### src/rtl/rv32_trap_seq.sv
// Trap/return sequencer: walks the CSR accesses for exception/interrupt entry and MRET, then redirects fetch.
// Optional MTVAL write step is compiled in when TRAP_SEQ_TVAL_EN is defined.
module rv32_trap_seq #(
  parameter int          PITO_HART_ID      = 0,
  parameter int          MVU_IRQ_IDX       = 16,
  parameter logic [31:0] TRAP_ENTRY_OFFSET = 32'h0000_0000
) (
  input  logic        clk,
  input  logic        rst,
  input  logic        exc_valid_i,
  input  logic [31:0] exc_cause_i,
  input  logic [31:0] exc_pc_i,
  input  logic [31:0] exc_tval_i,
  input  logic [31:0] irq_pending_i,
  input  logic        mstatus_mie_i,
  input  logic [31:0] next_pc_i,
  input  logic        mret_i,
  output logic [11:0] csr_addr_o,
  output logic [31:0] csr_wdata_o,
  output logic [2:0]  csr_op_o,
  input  logic [31:0] csr_rdata_i,
  input  logic        csr_exception_i,
  output logic        busy_o,
  output logic        redirect_valid_o,
  output logic [31:0] redirect_pc_o,
  output logic        flush_o,
  output logic        fatal_o
);

  localparam logic [2:0] CSR_READ       = 3'd0;
  localparam logic [2:0] CSR_READ_WRITE = 3'd1;
  localparam logic [2:0] CSR_SET        = 3'd2;
  localparam logic [2:0] CSR_CLEAR      = 3'd3;
  localparam logic [2:0] CSR_MRET       = 3'd4;

  localparam logic [11:0] CSR_MSTATUS = 12'h300;
  localparam logic [11:0] CSR_MTVEC   = 12'h305;
  localparam logic [11:0] CSR_MEPC    = 12'h341;
  localparam logic [11:0] CSR_MCAUSE  = 12'h342;
  localparam logic [11:0] CSR_MTVAL   = 12'h343;

  localparam logic [46:0] IDLE_ACC = {12'h000, CSR_READ, 32'h0000_0000};

  // Interrupt priority list, highest first: MEI, MSI, MTI, MVU.
  localparam logic [4:0] IRQ_PRIO [4] = '{5'd11, 5'd3, 5'd7, 5'(MVU_IRQ_IDX)};

  typedef enum logic [3:0] {
    IDLE, E_EPC, E_CAUSE, E_TVAL, E_MIE, E_MPIE, E_VEC, R_RET, R_EPC, REDIR, HALT
  } state_t;

  state_t      state_r;
  logic [31:0] cause_r;
  logic        irq_r;
  logic        irq_take_s;
  logic [4:0]  irq_idx_s;
  logic [31:0] vec_base_s;
  logic [31:0] trap_target_s;
  logic [31:0] unused_hart;

  assign unused_hart = 32'(PITO_HART_ID);

`ifdef TRAP_SEQ_TVAL_EN
  logic [31:0] tval_r;
`else
  logic [31:0] unused_tval;
  assign unused_tval = exc_tval_i;
`endif

  // Highest-priority enabled interrupt; later (higher-priority) hits overwrite earlier ones.
  always_comb begin
    irq_take_s = 1'b0;
    irq_idx_s  = 5'd0;
    for (int k = 3; k >= 0; k--) begin
      irq_idx_s  = irq_pending_i[IRQ_PRIO[k]] ? IRQ_PRIO[k] : irq_idx_s;
      irq_take_s = irq_take_s | irq_pending_i[IRQ_PRIO[k]];
    end
    irq_take_s = irq_take_s & mstatus_mie_i;
  end

  // Trap target from the mtvec value currently on the read bus (valid in E_VEC).
  always_comb begin
    vec_base_s = {csr_rdata_i[31:2], 2'b00};
    if (irq_r && csr_rdata_i[0]) begin
      trap_target_s = vec_base_s + {25'd0, cause_r[4:0], 2'b00} + TRAP_ENTRY_OFFSET;
    end else begin
      trap_target_s = vec_base_s + TRAP_ENTRY_OFFSET;
    end
  end

  // Sequencer FSM; CSR port and redirect outputs are registered for the state being entered.
  always_ff @(posedge clk) begin
    if (rst) begin
      state_r          <= IDLE;
      cause_r          <= 32'h0000_0000;
      irq_r            <= 1'b0;
      busy_o           <= 1'b0;
      redirect_valid_o <= 1'b0;
      flush_o          <= 1'b0;
      redirect_pc_o    <= 32'h0000_0000;
      fatal_o          <= 1'b0;
      {csr_addr_o, csr_op_o, csr_wdata_o} <= IDLE_ACC;
`ifdef TRAP_SEQ_TVAL_EN
      tval_r           <= 32'h0000_0000;
`endif
    end else if (state_r != IDLE && state_r != HALT && csr_exception_i) begin
      state_r          <= HALT;
      fatal_o          <= 1'b1;
      busy_o           <= 1'b1;
      redirect_valid_o <= 1'b0;
      flush_o          <= 1'b0;
      {csr_addr_o, csr_op_o, csr_wdata_o} <= IDLE_ACC;
    end else begin
      redirect_valid_o <= 1'b0;
      flush_o          <= 1'b0;
      case (state_r)
        IDLE: begin
          if (exc_valid_i) begin
            cause_r <= exc_cause_i;
            irq_r   <= 1'b0;
`ifdef TRAP_SEQ_TVAL_EN
            tval_r  <= exc_tval_i;
`endif
            busy_o  <= 1'b1;
            state_r <= E_EPC;
            {csr_addr_o, csr_op_o, csr_wdata_o} <= {CSR_MEPC, CSR_READ_WRITE, exc_pc_i};
          end else if (irq_take_s) begin
            cause_r <= {1'b1, 26'd0, irq_idx_s};
            irq_r   <= 1'b1;
`ifdef TRAP_SEQ_TVAL_EN
            tval_r  <= 32'h0000_0000;
`endif
            busy_o  <= 1'b1;
            state_r <= E_EPC;
            {csr_addr_o, csr_op_o, csr_wdata_o} <= {CSR_MEPC, CSR_READ_WRITE, next_pc_i};
          end else if (mret_i) begin
            busy_o  <= 1'b1;
            state_r <= R_RET;
            {csr_addr_o, csr_op_o, csr_wdata_o} <= {12'h000, CSR_MRET, 32'h0000_0000};
          end else begin
            busy_o  <= 1'b0;
            state_r <= IDLE;
            {csr_addr_o, csr_op_o, csr_wdata_o} <= IDLE_ACC;
          end
        end
        E_EPC: begin
          state_r <= E_CAUSE;
          {csr_addr_o, csr_op_o, csr_wdata_o} <= {CSR_MCAUSE, CSR_READ_WRITE, cause_r};
        end
        E_CAUSE: begin
`ifdef TRAP_SEQ_TVAL_EN
          state_r <= E_TVAL;
          {csr_addr_o, csr_op_o, csr_wdata_o} <= {CSR_MTVAL, CSR_READ_WRITE, tval_r};
`else
          state_r <= E_MIE;
          {csr_addr_o, csr_op_o, csr_wdata_o} <= {CSR_MSTATUS, CSR_CLEAR, 32'h0000_0008};
`endif
        end
        E_TVAL: begin
          state_r <= E_MIE;
          {csr_addr_o, csr_op_o, csr_wdata_o} <= {CSR_MSTATUS, CSR_CLEAR, 32'h0000_0008};
        end
        E_MIE: begin
          // Old MIE comes back on the read bus while it is being cleared; it becomes MPIE.
          state_r <= E_MPIE;
          if (csr_rdata_i[3]) begin
            {csr_addr_o, csr_op_o, csr_wdata_o} <= {CSR_MSTATUS, CSR_SET, 32'h0000_0080};
          end else begin
            {csr_addr_o, csr_op_o, csr_wdata_o} <= {CSR_MSTATUS, CSR_CLEAR, 32'h0000_0080};
          end
        end
        E_MPIE: begin
          state_r <= E_VEC;
          {csr_addr_o, csr_op_o, csr_wdata_o} <= {CSR_MTVEC, CSR_SET, 32'h0000_0000};
        end
        E_VEC: begin
          state_r          <= REDIR;
          redirect_pc_o    <= trap_target_s;
          redirect_valid_o <= 1'b1;
          flush_o          <= 1'b1;
          {csr_addr_o, csr_op_o, csr_wdata_o} <= IDLE_ACC;
        end
        R_RET: begin
          state_r <= R_EPC;
          {csr_addr_o, csr_op_o, csr_wdata_o} <= {CSR_MEPC, CSR_SET, 32'h0000_0000};
        end
        R_EPC: begin
          state_r          <= REDIR;
          redirect_pc_o    <= {csr_rdata_i[31:1], 1'b0};
          redirect_valid_o <= 1'b1;
          flush_o          <= 1'b1;
          {csr_addr_o, csr_op_o, csr_wdata_o} <= IDLE_ACC;
        end
        REDIR: begin
          state_r <= IDLE;
          busy_o  <= 1'b0;
          {csr_addr_o, csr_op_o, csr_wdata_o} <= IDLE_ACC;
        end
        HALT: begin
          state_r <= HALT;
        end
        default: begin
          state_r <= HALT;
          fatal_o <= 1'b1;
          busy_o  <= 1'b1;
          {csr_addr_o, csr_op_o, csr_wdata_o} <= IDLE_ACC;
        end
      endcase
    end
  end

endmodule
### config.mk
export PLATFORM = sky130hd
export DESIGN_NAME = rv32_trap_seq
export DESIGN_NICKNAME = d
export VERILOG_FILES = /design/src/rtl/rv32_trap_seq.sv
export SDC_FILE = /design/constraint.sdc
export NUM_CORES = 1
export LEC_CHECK = 0
export ABC_CLOCK_PERIOD_IN_PS = 2600
export BUFFER_PORTS_ARGS = -buffer_cell sky130_fd_sc_hd__buf_4
export CAP_MARGIN = 20
export CORE_ASPECT_RATIO = 0.7
export CORE_UTILIZATION = 41
export DETAILED_ROUTE_END_ITERATION = 16
export HOLD_SLACK_MARGIN = 0.15
export PLACE_DENSITY = 0.85
export RECOVER_POWER = 100
export SYNTH_ARGS = -nofsm -noshare
export SYNTH_HDL_FRONTEND = slang
export SYNTH_SLANG_ARGS = --single-unit
### constraint.sdc
create_clock -name clk -period 2.6 [get_ports clk]
set_input_delay 0.52 -clock clk [delete_from_list [all_inputs] [get_ports clk]]
set_output_delay 0.52 -clock clk [all_outputs]
set_load 0.1 [all_outputs]
==> metrics.md <==
| Metric | Value |
|---|---|
| Pins Over Slew Limit | 0 |
| HP Class | input pin to flop |
| Clock Skew | 0.0102 ns |
| TritonCTS Buffers | 9 |
| RSZ-0062 raised after global routing | no |
| Core box area | around 12,000 µm² |
| Starting density of the core | 0.420 |
| CP Capture Type | flop |
| Slowest cell on the critical path | dfxtp_1 |
| CP most frequent cell | nor4_1 |
| Yosys reg bits | approximately 110 |
| Asr flop ratio synth | 0 |
| P&R area growth vs syn | 35.7% |
| Peak Freq | between 400 and 500 MHz |
| I/O Buffers | roughly 210 |
| TritonCTS clock tree | yes |
| Die Area | between 10,000 and 15,000 µm² |
| Most common cell after layout, fill and taps aside | buf_4 |
| Ys Warns | 0 |
| Detail Placement HPWL | roughly 12,000 µm |
| Vias in the first global route | approximately 5,100 |
| DR vias | around 5,600 |
| CP arrival | about 2.6 ns |
| Max-Cap Viols | 0 |
| Share of cells above drive strength 1 | 0.234 |
| Iteration-0 DRC Markers | 580 |
| Tightest Pin Transition | between 1 and 1.5 ns |
| Number of cell rows | 34 |
| Number of enable flip-flop cells after synthesis | 0 |
| Post-Place Cell Area | slightly above 7000 µm² |
| Period minus WS final | between 2 and 2.5 ns |
| Yosys cell types | 56 |
| CP Cell Sequence | ha_1 > fa_1 > a211o_1 > a21oi_1 > buf_4 > nor4_1 > clkbuf_2 > and4_1 > nor4_1 |
| Final hold violation count | 0 |
| Root Driver | clkbuf_16 |
| Remaining DRCs | 0 |
| Post-CTS setup buffer count | 0 |
| First-pass GRT wire length | between 20,000 and 30,000 µm |
| Delay-heaviest family, CP | adder cells |
| WS Path Type | flop to flop |
| Initial antenna violation count | 0 |
| Final cycle utilization of the critical path | 0.913 |
| Fin area | ~7000 µm² |
| Average cell area after synthesis | approximately 8.4 µm² |
| Grt total ovfl | 0 |
| Dpl cells | roughly 980 |
| Mapped cell area | between 5000 and 6000 µm² |
| Worst-Skew Late Latency | roughly 0.35 ns |
| Non-Filler Instances | 995 |
| Outcome | complete, no violations |
| WL final | approximately 17,000 µm |
| Slew headroom | 0.189 |
| Die Wd | approximately 140 µm |
| Clock buffer depth | 2 |
| Prevailing post-synth register cell | dfxtp_1 |
| Final GP Congestion | 0.858 |
| CP Launch Type | flop |
| Critical path peak fanout | 5 |
| All-Layer GR Usage | 0.247 |
| Post-cts sizing count | 0 |
| Commonest non-fill, non-tap cells in the layout | buf_4 (164), dfxtp_1 (111), nor2_1 (87), clkbuf_1 (86), a21oi_1 (54) |
| Wire per inst | 16.7 µm |
| Final setup TNS | 0 ns |
| DR vias/cell | around 5.6 |
| Number of nets with antenna violations after routing | 0 |
| Cells after synthesis | 619 |
| Ports | roughly 280 |
| Hold-fix buffers at CTS | 0 |
| Die Y | just under 100 µm |
| Buf+Inv Stages, Crit Path | 2 |
| Fin nets | 1,032 |
| Leak pwr | ~2.7 nW |
| Largest net degree at the start of global routing | 42 |
| Max rail drop VDD | 940 µV |
| N_diodes | 0 |
| H-Tree Depth | 3 |
| Clock tree sinks | approximately 110 |
| CP Data Required Time | about 2.9 ns |
| Power Density | 1240 nW/µm² |
| Register area share after synthesis | 0.426 |
| Worst-path clk slew | 0.08 ns |
| Max incr delay on CP | roughly 0.40 ns |
| Final setup viols | 0 |
| Pre-Repair DR Iteration Count | 6 |
==> Yosys cell counts (2+ instances only) <==
| library cell | count | area share |
|---|---|---|
| a2111oi_0 | 2 | 0.0034 |
| a211oi_1 | 25 | 0.036 |
| a21o_1 | 3 | 0.0043 |
| a21oi_1 | 54 | 0.052 |
| a221oi_1 | 2 | 0.0034 |
| a222oi_1 | 30 | 0.058 |
| a22oi_1 | 28 | 0.040 |
| a311oi_1 | 11 | 0.018 |
| and2_1 | 2 | 0.0024 |
| and4_1 | 6 | 0.010 |
| buf_1 | 3 | 0.0022 |
| buf_4 | 10 | 0.014 |
| clkbuf_1 | 48 | 0.035 |
| dfxtp_1 | 111 | 0.43 |
| ha_1 | 5 | 0.012 |
| inv_1 | 7 | 0.0050 |
| mux2i_1 | 5 | 0.0096 |
| nand2_1 | 53 | 0.038 |
| nand2b_1 | 4 | 0.0048 |
| nand3_1 | 10 | 0.0096 |
| nor2_1 | 88 | 0.063 |
| nor2b_1 | 4 | 0.0048 |
| nor3_1 | 15 | 0.014 |
| nor3b_1 | 5 | 0.0072 |
| nor4_1 | 12 | 0.014 |
| nor4b_1 | 4 | 0.0067 |
| o21a_1 | 3 | 0.0043 |
| o21ai_0 | 10 | 0.0096 |
| o31ai_1 | 9 | 0.013 |
| or2_2 | 5 | 0.0060 |
| or3_1 | 4 | 0.0048 |
| or4_1 | 8 | 0.012 |
| xnor2_1 | 9 | 0.015 |
| xor2_1 | 2 | 0.0034 |
==> sequential cells by signal (all words and copies together), names as in the netlist, 3 cells and up <==
signal         flops
cause_r           32
csr_wdata_o       32
redirect_pc_o     31
csr_addr_o         5
state_r            4
csr_op_o           3
==> final timing paths <==
| kind | cells after the start | to | slack [ns] | from |
|---|---|---|---|---|
| worst max-delay path | 9 | redirect_pc_o[26]$_SDFFE_PP0P_ | 0.23 | cause_r[0]$_SDFFE_PP0P_ |
| worst min-delay path | 3 | csr_wdata_o[21]$_SDFFE_PP0N_ | 0.42 | next_pc_i[21] |
| worst max register to register | 9 | redirect_pc_o[26]$_SDFFE_PP0P_ | 0.23 | cause_r[0]$_SDFFE_PP0P_ |
| worst min register to register | 2 | csr_op_o[2]$_SDFFE_PP0N_ | 0.47 | csr_op_o[2]$_SDFFE_PP0N_ |
==> worst reg2reg max path, delay by kind of cell (launching register included) <==
family | cells | cell delay, ns
flops | 1 | 0.40
buf+inv | 2 | 0.32
compound gates | 2 | 0.46
simple gates | 3 | 0.48
fa+ha+maj | 2 | 0.63
==> kinds of logic (layout without fill, tap and decap cells) <==
kind of cell | after synthesis | count (layout) | share of synthesized area
AO/OA/AOI/OAI | 189 | 189 | 0.261
XOR/XNOR | 11 | 11 | 0.0185
adder cells (fa/ha/maj) | 6 | 6 | 0.0158
buffers and inverters | 69 | 277 | 0.0571
flip-flops | 111 | 111 | 0.426
multiplexers | 5 | 5 | 0.00959
other | 1 | 7 | 0.000719
AND/OR/NAND/NOR | 227 | 227 | 0.212
==> power by group <==
part / total (W) / internal (W) / leakage, nW / switching, W
Clock: 0.00134 / 0.000664 / 0.137 / 0.000674
Combinational: 0.00500 / 0.00128 / 1.66 / 0.00372
Sequential: 0.00243 / 0.00214 / 0.906 / 0.000289
==> through the flow <==
| step | setup WS (ns) | util | hold WS [ns] | power [W] |
|---|---|---|---|---|
| 2_1_floorplan | 0.0196 | - | 0.466 | 0.00629 |
| 3_3_place_gp | 0.0615 | 0.574 | 0.449 | 0.00765 |
| 3_5_place_dp | 0.0222 | 0.574 | 0.459 | 0.00773 |
| 4_1_cts | 0.240 | 0.596 | 0.404 | 0.00909 |
| 5_1_grt | 0.0426 | 0.570 | 0.414 | 0.00925 |
| 6_report | 0.227 | 0.570 | 0.416 | 0.00877 |
==> per-layer routing <==
| metal | wire (µm) | vias to the layer above | GRT usage | share of wire |
|---|---|---|---|---|
| met5 | 0 | - | 0 | 0 |
| met4 | 224 | 0 | 0.0604 | 0.013 |
| li1 | - | 2733 | - | - |
| met2 | 7590 | 217 | 0.401 | 0.46 |
| met3 | 1270 | 19 | 0.0683 | 0.076 |
| met1 | 7520 | 2617 | 0.325 | 0.45 |
==> final cells by class <==
| cell class | instances | area, µm² |
|---|---|---|
| Clock buffer | 9 | 225 |
| Clock inverter | 7 | 56.3 |
| Fill cell | 1215 | 5340 |
| Inverter | 7 | 26.3 |
| Multi-Input combinational cell | 445 | 2740 |
| Sequential cell | 111 | 2220 |
| Tap cell | 162 | 203 |
| Timing Repair Buffer | 254 | 1610 |
Note: power is estimated with default switching activity, not from simulation.
